==> config.mk <==
export PLATFORM = sky130hd
export DESIGN_NAME = serial_cla_sub
export DESIGN_NICKNAME = d
export VERILOG_FILES = /design/src/rtl/alu_pkg.sv /design/src/rtl/cla_slice4.sv /design/src/rtl/serial_cla_sub.sv
export SDC_FILE = /design/constraint.sdc
export NUM_CORES = 1
export LEC_CHECK = 0
export BUFFER_PORTS_ARGS = -buffer_cell sky130_fd_sc_hd__buf_2
export CELL_PAD_IN_SITES_DETAIL_PLACEMENT = 0
export CELL_PAD_IN_SITES_GLOBAL_PLACEMENT = 2
export CORE_MARGIN = 4
export CORE_UTILIZATION = 30
export CTS_CLUSTER_SIZE = 20
export DETAILED_ROUTE_END_ITERATION = 8
export HOLD_SLACK_MARGIN = 0.03
export PLACE_DENSITY_LB_ADDON = 0.1
export SYNTH_ARGS = -nofsm -noshare
export SYNTH_HDL_FRONTEND = slang
export SYNTH_HIERARCHICAL = 1
export SYNTH_SLANG_ARGS = --single-unit
==> constraint.sdc <==
create_clock -name clk -period 2.75 [get_ports clk]
set_input_delay 0.55 -clock clk [delete_from_list [all_inputs] [get_ports clk]]
set_output_delay 0.55 -clock clk [all_outputs]
set_load 0.01 [all_outputs]
==> src/rtl/alu_pkg.sv <==
// Shared ALU definitions: slice width, subtractor state encoding and the
// per-slice result bundle used by the serial carry-lookahead subtractor.
package alu_pkg;

    localparam int SLICE_W = 4;

    typedef enum logic [1:0] {
        IDLE = 2'd0,
        RUN  = 2'd1,
        DONE = 2'd2
    } sub_state_t;

    typedef struct packed {
        logic [3:0] sum;
        logic       cout;
        logic       c3;
    } slice_res_t;

endpackage

==> src/rtl/cla_slice4.sv <==
// Combinational 4-bit carry-lookahead slice with group generate/propagate.
// c3 is the carry into bit 3, needed by the caller for signed overflow.
module cla_slice4 (
    input  logic [3:0] a,
    input  logic [3:0] b,
    input  logic       cin,
    output logic [3:0] sum,
    output logic       cout,
    output logic       c3,
    output logic       Gg,
    output logic       Pg
);

    logic [3:0] w_g;
    logic [3:0] w_p;
    logic       w_c1;
    logic       w_c2;

    assign w_g = a & b;
    assign w_p = a ^ b;

    assign w_c1 = w_g[0] | (w_p[0] & cin);
    assign w_c2 = w_g[1] | (w_p[1] & w_g[0]) | (w_p[1] & w_p[0] & cin);
    assign c3   = w_g[2] | (w_p[2] & w_g[1]) | (w_p[2] & w_p[1] & w_g[0])
                | (w_p[2] & w_p[1] & w_p[0] & cin);

    assign Gg = w_g[3] | (w_p[3] & w_g[2]) | (w_p[3] & w_p[2] & w_g[1])
              | (w_p[3] & w_p[2] & w_p[1] & w_g[0]);
    assign Pg = &w_p;

    assign cout = Gg | (Pg & cin);
    assign sum  = w_p ^ {c3, w_c2, w_c1, cin};

endmodule

==> src/rtl/serial_cla_sub.sv <==
// Multi-cycle subtractor: Diff = A + ~B + 1, one lookahead slice per cycle
// with the inter-slice carry registered. Flags settle on the final slice.
module serial_cla_sub
    import alu_pkg::*;
#(
    parameter int WIDTH = 16
) (
    input  logic             clk,
    input  logic             rst_n,
    input  logic             start,
    input  logic [WIDTH-1:0] A,
    input  logic [WIDTH-1:0] B,
    output logic [WIDTH-1:0] Diff,
    output logic             Cout,
    output logic             Ovfl,
    output logic             Z,
    output logic             N,
    output logic             busy,
    output logic             done
);

    localparam int NSLICE = WIDTH / SLICE_W;
    localparam int IDX_W  = (NSLICE > 1) ? $clog2(NSLICE) : 1;
    localparam logic [IDX_W-1:0] LAST_IDX = IDX_W'(NSLICE - 1);

    sub_state_t       r_state;
    sub_state_t       w_state_next;
    logic [WIDTH-1:0] r_op_a;
    logic [WIDTH-1:0] r_op_b;
    logic [WIDTH-1:0] r_diff;
    logic [IDX_W-1:0] r_idx;
    logic             r_carry;
    logic             r_cout;
    logic             r_ovfl;
    logic             r_z;
    logic             r_n;

    logic             w_accept;
    logic             w_last;
    logic [3:0]       w_a_nib;
    logic [3:0]       w_b_nib;
    logic [3:0]       w_sum;
    logic             w_cout;
    logic             w_c3;
    logic             w_gg;
    logic             w_pg;
    slice_res_t       w_slice;
    logic [WIDTH-1:0] w_full;

    assign w_accept = start && (r_state == IDLE || r_state == DONE);
    assign w_last   = (r_idx == LAST_IDX);
    assign w_a_nib  = r_op_a[r_idx*SLICE_W +: SLICE_W];
    assign w_b_nib  = r_op_b[r_idx*SLICE_W +: SLICE_W];

    cla_slice4 u_slice (
        .a    (w_a_nib),
        .b    (w_b_nib),
        .cin  (r_carry),
        .sum  (w_sum),
        .cout (w_cout),
        .c3   (w_c3),
        .Gg   (w_gg),
        .Pg   (w_pg)
    );

    assign w_slice = '{sum: w_sum, cout: w_cout, c3: w_c3};

    // Result as it will look once the current nibble is written; Z/N need it.
    always_comb begin
        w_full = r_diff;
        w_full[r_idx*SLICE_W +: SLICE_W] = w_slice.sum;
    end

    always_ff @(posedge clk) begin
        if (!rst_n) begin
            r_state <= IDLE;
        end else begin
            r_state <= w_state_next;
        end
    end

    always_comb begin
        w_state_next = r_state;
        case (r_state)
            IDLE:    if (start) w_state_next = RUN;
            RUN:     if (w_last) w_state_next = DONE;
            DONE:    w_state_next = start ? RUN : IDLE;
            default: w_state_next = IDLE;
        endcase
    end

    always_ff @(posedge clk) begin
        if (!rst_n) begin
            r_op_a  <= '0;
            r_op_b  <= '0;
            r_diff  <= '0;
            r_idx   <= '0;
            r_carry <= 1'b0;
            r_cout  <= 1'b0;
            r_ovfl  <= 1'b0;
            r_z     <= 1'b0;
            r_n     <= 1'b0;
        end else if (w_accept) begin
            r_op_a  <= A;
            r_op_b  <= ~B;
            r_carry <= 1'b1;
            r_idx   <= '0;
        end else if (r_state == RUN) begin
            r_diff  <= w_full;
            // Inter-slice carry taken in group generate/propagate form.
            r_carry <= w_gg | (w_pg & r_carry);
            r_idx   <= r_idx + 1'b1;
            if (w_last) begin
                r_cout <= w_slice.cout;
                r_ovfl <= w_slice.c3 ^ w_slice.cout;
                r_z    <= (w_full == '0);
                r_n    <= w_full[WIDTH-1];
            end
        end
    end

    assign Diff = r_diff;
    assign Cout = r_cout;
    assign Ovfl = r_ovfl;
    assign Z    = r_z;
    assign N    = r_n;
    assign busy = (r_state == RUN);
    assign done = (r_state == DONE);

endmodule

# --- After elaboration in Yosys (flattened, before gate mapping) ---
# Cells that the tools add are included.
totals:
  register_bits: 57
  inputBits: 35
  output_inout_bits: 22
op_classes:
  addsub: 2
  eq_ne: 5
  shift: 4
  mux: 7
  bitwise: 32
  reduce_logical: 10
ops:
  columns: ["operator", "n"]
  rows:
  - ["$neg A4 Y34", 1]
  - ["$shift A4 B34 Y16 const A", 1]
  - ["$shiftx A4 B34 Y16", 1]
  - ["$shiftx A16 B5 Y4", 2]
  - ["$bwmux W16", 1]
  - ["$logic_not A16 Y1", 1]
  - ["$not A16 Y16", 1]
  - ["$and A1 B1 Y1", 15]
  - ["$or A1 B1 Y1", 10]
  - ["$xor A4 B4 Y4", 2]
  - ["$pmux W2 S3", 1]
  - ["$and A4 B4 Y4", 1]
  - ["$eq A2 B2 Y1 const B", 2]
  - ["$mux W2", 2]
  - ["$reduce_and A2 Y1", 2]
  - ["$reduce_and A4 Y1", 1]
  - ["$mux W1", 3]
  - ["$reduce_and A3 Y1", 1]
  - ["$add A2 B1 Y2 const B", 1]
  - ["$eq A2 B1 Y1 const B", 1]
  - ["$logic_not A2 Y1", 1]
  - ["$ne A2 B1 Y1 const B", 1]
  - ["$ne A2 B2 Y1 const B", 1]
  - ["$not A1 Y1", 2]
  - ["5 further kinds", 5]

# --- Depth between registers and ports, before layout ---
# Gate-level depths: netlist (run 1).
logic_depth:
  depth_word: 10
  ltp_mapped: 10
  ltp_nobuf: 9

# --- By module ---
# Netlist (run 1), hierarchy kept.
by_module_without_submodules:
  columns: ["mod", "instances", "cells_per_inst", "area_per_inst_um2", "seq_area_each_um2"]
  rows:
  - ["serial_cla_sub", 1, 266, 2578.7, 1141.1]
  - ["cla_slice4", 1, 22, 182.7, 0.0]

# --- Least setup slack after synthesis (run 1) ---
# OpenSTA, ideal clock, no wires.
synth_timing:
  kind: "register -> register"
  from: "register r_idx[0]"
  to: "register r_z (netlist: Z)"
  setup_ns: 0.060
  t_arrival_ns: 2.966
  t_required_ns: 2.690
  setup_slack_ns: -0.275
  stages_incl_launch_ff: 10
  synth_period_minus_slack_ns: 3.025
  path_cell_list: "dfxtp_1 > buf_2 > mux4_2 > ha_1 > a21o_1 > a21oi_1 > xnor2_1 > or3_1 > a2111oi_2 > a41o_1"
synth_via:
  word_cells_on_any_way: 27
synth_lines:
  columns: ["element", "line_no", "text"]
  rows:
  - ["from (decl)", "serial_cla_sub.sv:31", "logic [IDX_W-1:0] r_idx;"]
  - ["from (signal assigned)", "serial_cla_sub.sv:112", "r_idx <= r_idx + 1'b1;"]
  - ["$shiftx A16 B5 Y4 (*)", "serial_cla_sub.sv:52", "assign w_a_nib = r_op_a[r_idx*SLICE_W +: SLICE_W];"]
  - ["net w_a_nib[0]", "serial_cla_sub.sv:40", "logic [3:0] w_a_nib;"]
  - ["$and A4 B4 Y4 or $xor A4 B4 Y4 (tied branches)", "cla_slice4.sv:19, cla_slice4.sv:20", null]
  - ["$and A1 B1 Y1", "cla_slice4.sv:23", "assign w_c2 = w_g[1] | (w_p[1] & w_g[0]) | (w_p[1] & w_p[0] & cin);"]
  - ["$or A1 B1 Y1 or $and A1 B1 Y1 (tied branches)", "cla_slice4.sv:23", null]
  - ["$or A1 B1 Y1 (*)", "cla_slice4.sv:23", null]
  - ["$xor A4 B4 Y4 (*)", "cla_slice4.sv:32", "assign sum = w_p ^ {c3, w_c2, w_c1, cin};"]
  - ["net w_sum[2]", "serial_cla_sub.sv:42", "logic [3:0] w_sum;"]
  - ["$shiftx A4 B34 Y16 (*)", "serial_cla_sub.sv:71", "w_full[r_idx*SLICE_W +: SLICE_W] = w_slice.sum;"]
  - ["$bwmux W16 (*)", "serial_cla_sub.sv:71", null]
  - ["$logic_not A16 Y1 (*)", "serial_cla_sub.sv:116", "r_z <= (w_full == '0);"]
  - ["to (signal assigned)", "serial_cla_sub.sv:116", null]
  - ["to (decl)", "serial_cla_sub.sv:35", "logic r_z;"]
# Mark *: on every way through the listed nets, which the timed path passes. The rest lies on a longest branch.
# A chain may end at the register's enable or synchronous reset.

# --- Final worst setup path (run 1) ---
layout_timing:
  from: "register r_idx[0]"
  to: "register r_z (netlist: Z)"
layout_via:
  word_cells_on_any_way: 27
layout_lines:
  columns: ["element", "line_no", "text"]
  rows:
  - ["$shiftx A16 B5 Y4", "serial_cla_sub.sv:52", null]
  - ["net w_a_nib[3]", "serial_cla_sub.sv:40", null]
  - ["$xor A4 B4 Y4", "cla_slice4.sv:20", "assign w_p = a ^ b;"]
  - ["$xor A4 B4 Y4", "cla_slice4.sv:32", null]
  - ["net w_sum[3]", "serial_cla_sub.sv:42", null]
  - ["$shiftx A4 B34 Y16", "serial_cla_sub.sv:71", null]
  - ["$bwmux W16", "serial_cla_sub.sv:71", null]
  - ["$logic_not A16 Y1", "serial_cla_sub.sv:116", null]
# The timed path passes the listed nets, and every way through them passes these cells.

==> results of run 1 <==
==> registers in the layout (all words and copies together), names as in the netlist <==
name / flops
r_state: 2
Ovfl: 1
r_idx: 2
Diff: 16
r_op_a: 16
Z: 1
Cout: 1
r_op_b: 16
r_carry: 1
N: 1
==> worst max-delay path by stage <==
stage | from | to | slack [ps] | depth (start not counted)
floorplan | r_idx[0] | Z | 10 | 9
global placement | r_idx[0] | Z | 5 | 8
detailed placement | r_idx[0] | Z | -100 | 8
CTS | r_idx[0] | Z | 2 | 8
global route | r_idx[0] | Z | 10 | 9
finish | r_idx[0] | Z | 150 | 9
==> kinds of logic (layout without fill, tap and decap cells) <==
kind of cell	Yosys count	count (layout)	share of synthesized area, %
fa+ha+maj	11	11	5.26
xor+xnor	4	4	1.27
compound gates	71	71	21.3
mux	10	10	7.25
buf+inv	27	95	4.17
simple gates	108	108	19.4
flops	57	57	41.3
==> cell type report <==
type	count	area [um2]
Fill cell	935	5360
Multi-Input combinational cell	204	1600
Sequential cell	57	1150
Timing Repair Buffer	69	378
Tap cell	108	135
Clock buffer	9	124
Clock inverter	7	70.1
Inverter	10	37.5
==> layer usage <==
metal / vias to the layer above / routed length [um] / global-route usage, % / part of all wire (%)
met3: 15 / 307 / 3.54 / 4.3
met4: 0 / 190 / 7.50 / 2.7
li1: 1151 / - / - / -
met5: - / 0 / 0 / 0
met1: 1082 / 3220 / 15.5 / 45
met2: 47 / 3360 / 21.5 / 47
==> synthesized netlist by cell type (all sizes together) (2+ instances only) <==
master / n
o211a: 19
a22oi: 13
inv: 10
and4: 2
a21boi: 18
nand3: 2
xnor2: 3
mux2i: 2
a21oi: 7
nand2: 63
nor2b: 17
and2: 2
buf: 5
nand2b: 2
nor3: 5
o21ai: 2
nand3b: 4
o22ai: 2
nor2: 3
a21o: 4
mux4: 8
dfxtp: 57
nor4: 2
ha: 10
clkbuf: 12
==> placed cells by master (no fill, tap or decap), drive strengths merged, types with 2 or more instances in the layout <==
master    count
clkinvlp      2
inv          11
o22ai         2
ha           10
nor2          3
nor2b        17
mux4          8
dfxtp        57
nor3          5
mux2i         2
xnor2         3
nand3         2
clkinv        3
o21ai         2
a22oi        13
nand2        63
a21o          4
a21boi       18
clkbuf        9
a21oi         7
o211a        19
and2          2
nor4          2
buf          69
nand3b        4
nand2b        2
and4          2
==> critical path, delay by kind of cell (launching register included) <==
family / cells / cell delay, ps
AOI/OAI and AO/OA: 3 / 580
muxes: 1 / 530
adders and majority gates: 1 / 420
DFF: 1 / 410
buffers and inverters: 2 / 260
xor gates and xnor gates: 1 / 230
and+or+nand+nor: 1 / 120
==> repair_timing <==
action | CTS | global route
gates resized for setup | 1 | 11
setup endpoints to repair | 3 | 3
pin swaps | 0 | 3
buffers inserted | 2 | 2
==> report_power, final <==
group	internal (uW)	switching, uW
clock network	416	363
registers	869	32.9
logic	169	181
total	1450	577
==> stage by stage <==
stage               total power [uW]  area (um2)  utilization [%]  std cells  setup TNS, ps
finish                          2030        3490             39.4        464              0
CTS                             2040        3420             38.6        462              0
floorplan                       1120        2800                -        288              0
detailed placement              1240        3200             36.2        444           -214
global route                    2130        3490             39.4        464              0
global placement                1240        3200             36.2        444              0
==> results.toml, run 1 <==
[route]
vias = 2295
drt_iter0_markers = 68
routedWlPerCell_um = 15.2
drc_errors = 0
wirelength_um = 7080
final_antenna_net_count = 0
via_per_inst = 4.95
first_pass_iters = 4

[place]
gp_congestion = 0.789
port_buffers = 56
place_hpwl_um = 5220
dp_slack_ps = -99.4

[floorplan]
coreArea_um2 = 8850
start_util_pct = 31.2
die_y_um = 104
die_w_um = 104
num_rows = 34
top_level_ports = 57
dieArea_um2 = 10800

[setup_path]
worst_r2r_path_depth = 9
max_stage_delay_ps = 530
crit_type = "flop to flop"
cpMostUsedCell = "buf_4"
endpoint_kind = "flop"
rr_endpoint = "Z"
cp.arrival_ps = 2890
r2r-start = "r_idx[0]"
reg2reg_slack_ps = 150
cp_data_required_time_ps = 3040
crit_chain = "buf_4 -> buf_4 -> mux4_2 -> ha_1 -> xor2_4 -> nand2_1 -> a21oi_2 -> a2111oi_4 -> a41o_1"
startpoint_type = "flop"
crit_fanout = 6
crit_slowest_cell = "mux4_2"

[clock_tree]
cts_buffers = 9
root_buffer = "clkbuf_8"
insertion_delay_ps = 340
cts_sinks = 57
cts_tree = "yes"
cts_max_path_buffers = 2
cts_max_level = 3
clk_pin_slew_ps = 70
ctsHoldBuffers = 0

[run]
maxCapViolCount = 0

[power_and_ir_drop]
irDropWorstVdd_mv = 0.231
power_per_cell_area_nw_per_um2 = 583
total_leakage_power_uw = 0.00161

[cells_and_area]
antenna_cells = 0
nNetsFinal = 397
syn2layout_area_growth_pct = 26.2
drive_above_1_share_pct = 33.1

[synth]
synth_top_area_cell = "dfxtp_1"
avgSynthCellArea_um2 = 9.59
synth_top_area_share_pct = 41.3
synthTopCellsByArea = "dfxtp_1 (41%), nand2_1 (8.6%), o211a_1 (6.9%)"
yosys_warnings = 6
seq_area_frac_synth_pct = 41.3
synthFlopType = "dfxtp_1"
synth_edf_count = 0
netlist_area_um2 = 2760
ys_seq_elements = 57
synth.distinct_cells = 47
synthCells = 288
ys_async_sr_fraction_pct = 0
synth_nets = 334

[sta]
clock.fmax_ghz = 0.385
tightest_slew_ps = 715
post-route-min-period_ps = 2600
grt_setup_unrepaired = "no"
finalHoldViolCount = 0
whs_ps = 449
maxSlewHeadroom_pct = 52.3
finalCritPeriodShare_pct = 94.6
setup_viol = 0
clock_skew_ps = 7.33
drv_slew = 0
worst_slack_ps = 149

[hold_path]
hold_depth = 3
min-delay-start = "A[13]"
min_to = "r_op_a[13]"
hp-class = "primary input to flop"

[global_routing]
grt_pass1_wl_um = 11300
overflow = 0
antenna_found_initial = 0
track_usage_pct = 13.1
grt_pass1_vias = 2299
grt_max_degree = 41

[run_status]
status = "finished, final reports clean"
Note: power is estimated with default switching activity, not from simulation.
==> run 2, diff against run 1 <==
- CORE_ASPECT_RATIO: default -> 1.1
- CTS_CLUSTER_SIZE: 20 -> 8
- REMOVE_ABC_BUFFERS: default -> 1
==> run 2 against run 1 <==
Net effect:
- die area is essentially flat
- core utilization grew 0.48 points
- sequential cell count is the same
- wire length shrank 1.8%
- power grew 5.7%
- critical path type unchanged
- largest cell class unchanged
==> results.toml, run 2 (synthesis results as in run 1) <==
[clock_tree]
cts_tree = "yes"
clk_pin_slew_ps = 70
cts_sinks = 57
root_buffer = "clkbuf_8"
cts_max_level = 3
cts_max_path_buffers = 2
post-cts-setup-buffers = 0
insertion_delay_ps = 340
cts_buffers = 9

[setup_path]
cp_data_required_time_ps = 3030
max_stage_delay_ps = 550
path_depth = 8
crit_type = "flop to flop"
crit_slowest_cell = "mux4_2"
rr_endpoint = "Z"
startpoint_type = "flop"
crit_buf_inv = 0
r2r-start = "r_idx[0]"
reg2reg_slack_ps = 130
crit_fanout = 4
worst_r2r_path_depth = 8
crit_chain = "mux4_2 -> ha_4 -> a21o_1 -> a21oi_2 -> xnor2_1 -> or3_4 -> a2111oi_4 -> a41o_1"
endpoint_kind = "flop"
cp.arrival_ps = 2910
crit_family = "compound AO/OA/AOI/OAI gates"

[sta]
setup_viol = 0
worst_slack_ps = 125
post-route-min-period_ps = 2620
clock_skew_ps = 8.07
clock.fmax_ghz = 0.381
maxSlewHeadroom_pct = 55.2
drv_slew = 0
grt_setup_unrepaired = "no"
tightest_slew_ps = 672
finalHoldViolCount = 0
finalCritPeriodShare_pct = 95.4

[route]
drt_iter0_markers = 55
via_per_inst = 4.88
wirelength_um = 6950
first_pass_iters = 4
vias = 2310
routedWlPerCell_um = 14.7
drc_errors = 0
final_antenna_net_count = 0

[cells_and_area]
post-route-cell-area_um2 = 3560
fillers = 954
mostFrequentLayoutCells = "nand2_1 (63), dfxtp_1 (56), buf_2 (56)"
nNetsFinal = 400
final_common_cell = "nand2_1"
syn2layout_area_growth_pct = 28.8
drive_above_1_share_pct = 33.1
antenna_cells = 0

[global_routing]
track_usage_pct = 13.8
grt_pass1_vias = 2357
grt_max_degree = 50
grt_pass1_wl_um = 11300
overflow = 0
antenna_found_initial = 0

[power_and_ir_drop]
power_per_cell_area_nw_per_um2 = 604
p_sw_uw = 566
p_sw_share_pct = 26.3
combPwrFrac_pct = 16.6
cell_internal_pwr_uw = 1580
clkPwrFrac_pct = 41.5
total_leakage_power_uw = 0.00163
seqPwrFrac_pct = 41.9
irDropWorstVdd_mv = 0.252

[run]
maxCapViolCount = 0

[hold_path]
min_to = "r_op_a[10]"
hp-class = "primary input to flop"
min-delay-start = "A[10]"
hold_depth = 3

[place]
gp_congestion = 0.848
port_buffers = 56
place_hpwl_um = 5330
dp_slack_ps = -57.4
dpl_cell_area_um2 = 3230

[floorplan]
start_util_pct = 31.0
num_rows = 36
die_w_um = 99.5
die_y_um = 109
dieArea_um2 = 10800
coreArea_um2 = 8920
top_level_ports = 57

[run_status]
status = "finished, final reports clean"
-- run 2: worst max path at each step --
stage	slack [ps]	to	from
2_1_floorplan	-340	Z	r_idx[0]
3_3_place_gp	-40	Z	r_idx[0]
3_5_place_dp	-60	Z	r_idx[0]
4_1_cts	30	Z	r_idx[0]
5_1_grt	30	Z	r_idx[0]
6_report	130	Z	r_idx[0]
-- run 2: routing by layer --
layer | global-route usage, % | up-vias | routed length, um
li1 | - | 1154 | -
met1 | 14.9 | 1085 | 2920
met2 | 24.5 | 55 | 3520
met3 | 3.45 | 16 | 304
met4 | 7.90 | 0 | 209
met5 | 0 | - | 0
-- run 2: worst register-to-register path, cell delays in order (launching register included) --
cell       delay, ps
dfxtp_4          370
mux4_2           550
ha_4             260
a21o_1           180
a21oi_2          140
xnor2_1          110
or3_4            410
a2111oi_4        350
a41o_1           200
-- run 2: layout make-up --
cell class	count	area, um2	share of cell area (%)
multi-input combinational	204	1600	44.9
sequential	57	1140	32.2
timing repair buffer	72	404	11.4
tap	114	143	4.01
clock buffer	10	138	3.87
clock inverter	6	91.3	2.57
inverter	10	37.5	1.06
-- run 2: power groups by stage --
stage | Clock [uW] | Sequential (uW) | Combinational [uW]
CTS | 924 | 902 | 336
floorplan | 0 | 913 | 186
global placement | 0 | 921 | 330
finish | 891 | 901 | 356
global route | 964 | 906 | 396
detailed placement | 0 | 921 | 328
-- run 2: repair_timing --
| action | CTS | global route |
|---|---|---|
| pin swaps | 0 | 2 |
| setup endpoints to repair | 3 | 5 |
| resized for setup | 3 | 10 |
| hold buffers | 0 | 0 |
-- run 2: metrics by stage --
step                hold slack [ps]  total power (uW)  utilization (%)  cells  TNS (ps)
floorplan                       440              1100                -    271      -547
global placement                456              1250             36.3    457     -36.3
detailed placement              461              1250             36.3    457      -110
CTS                             430              2160             39.1    473         0
global route                    445              2270             39.9    473         0
finish                          449              2150             39.9    473         0
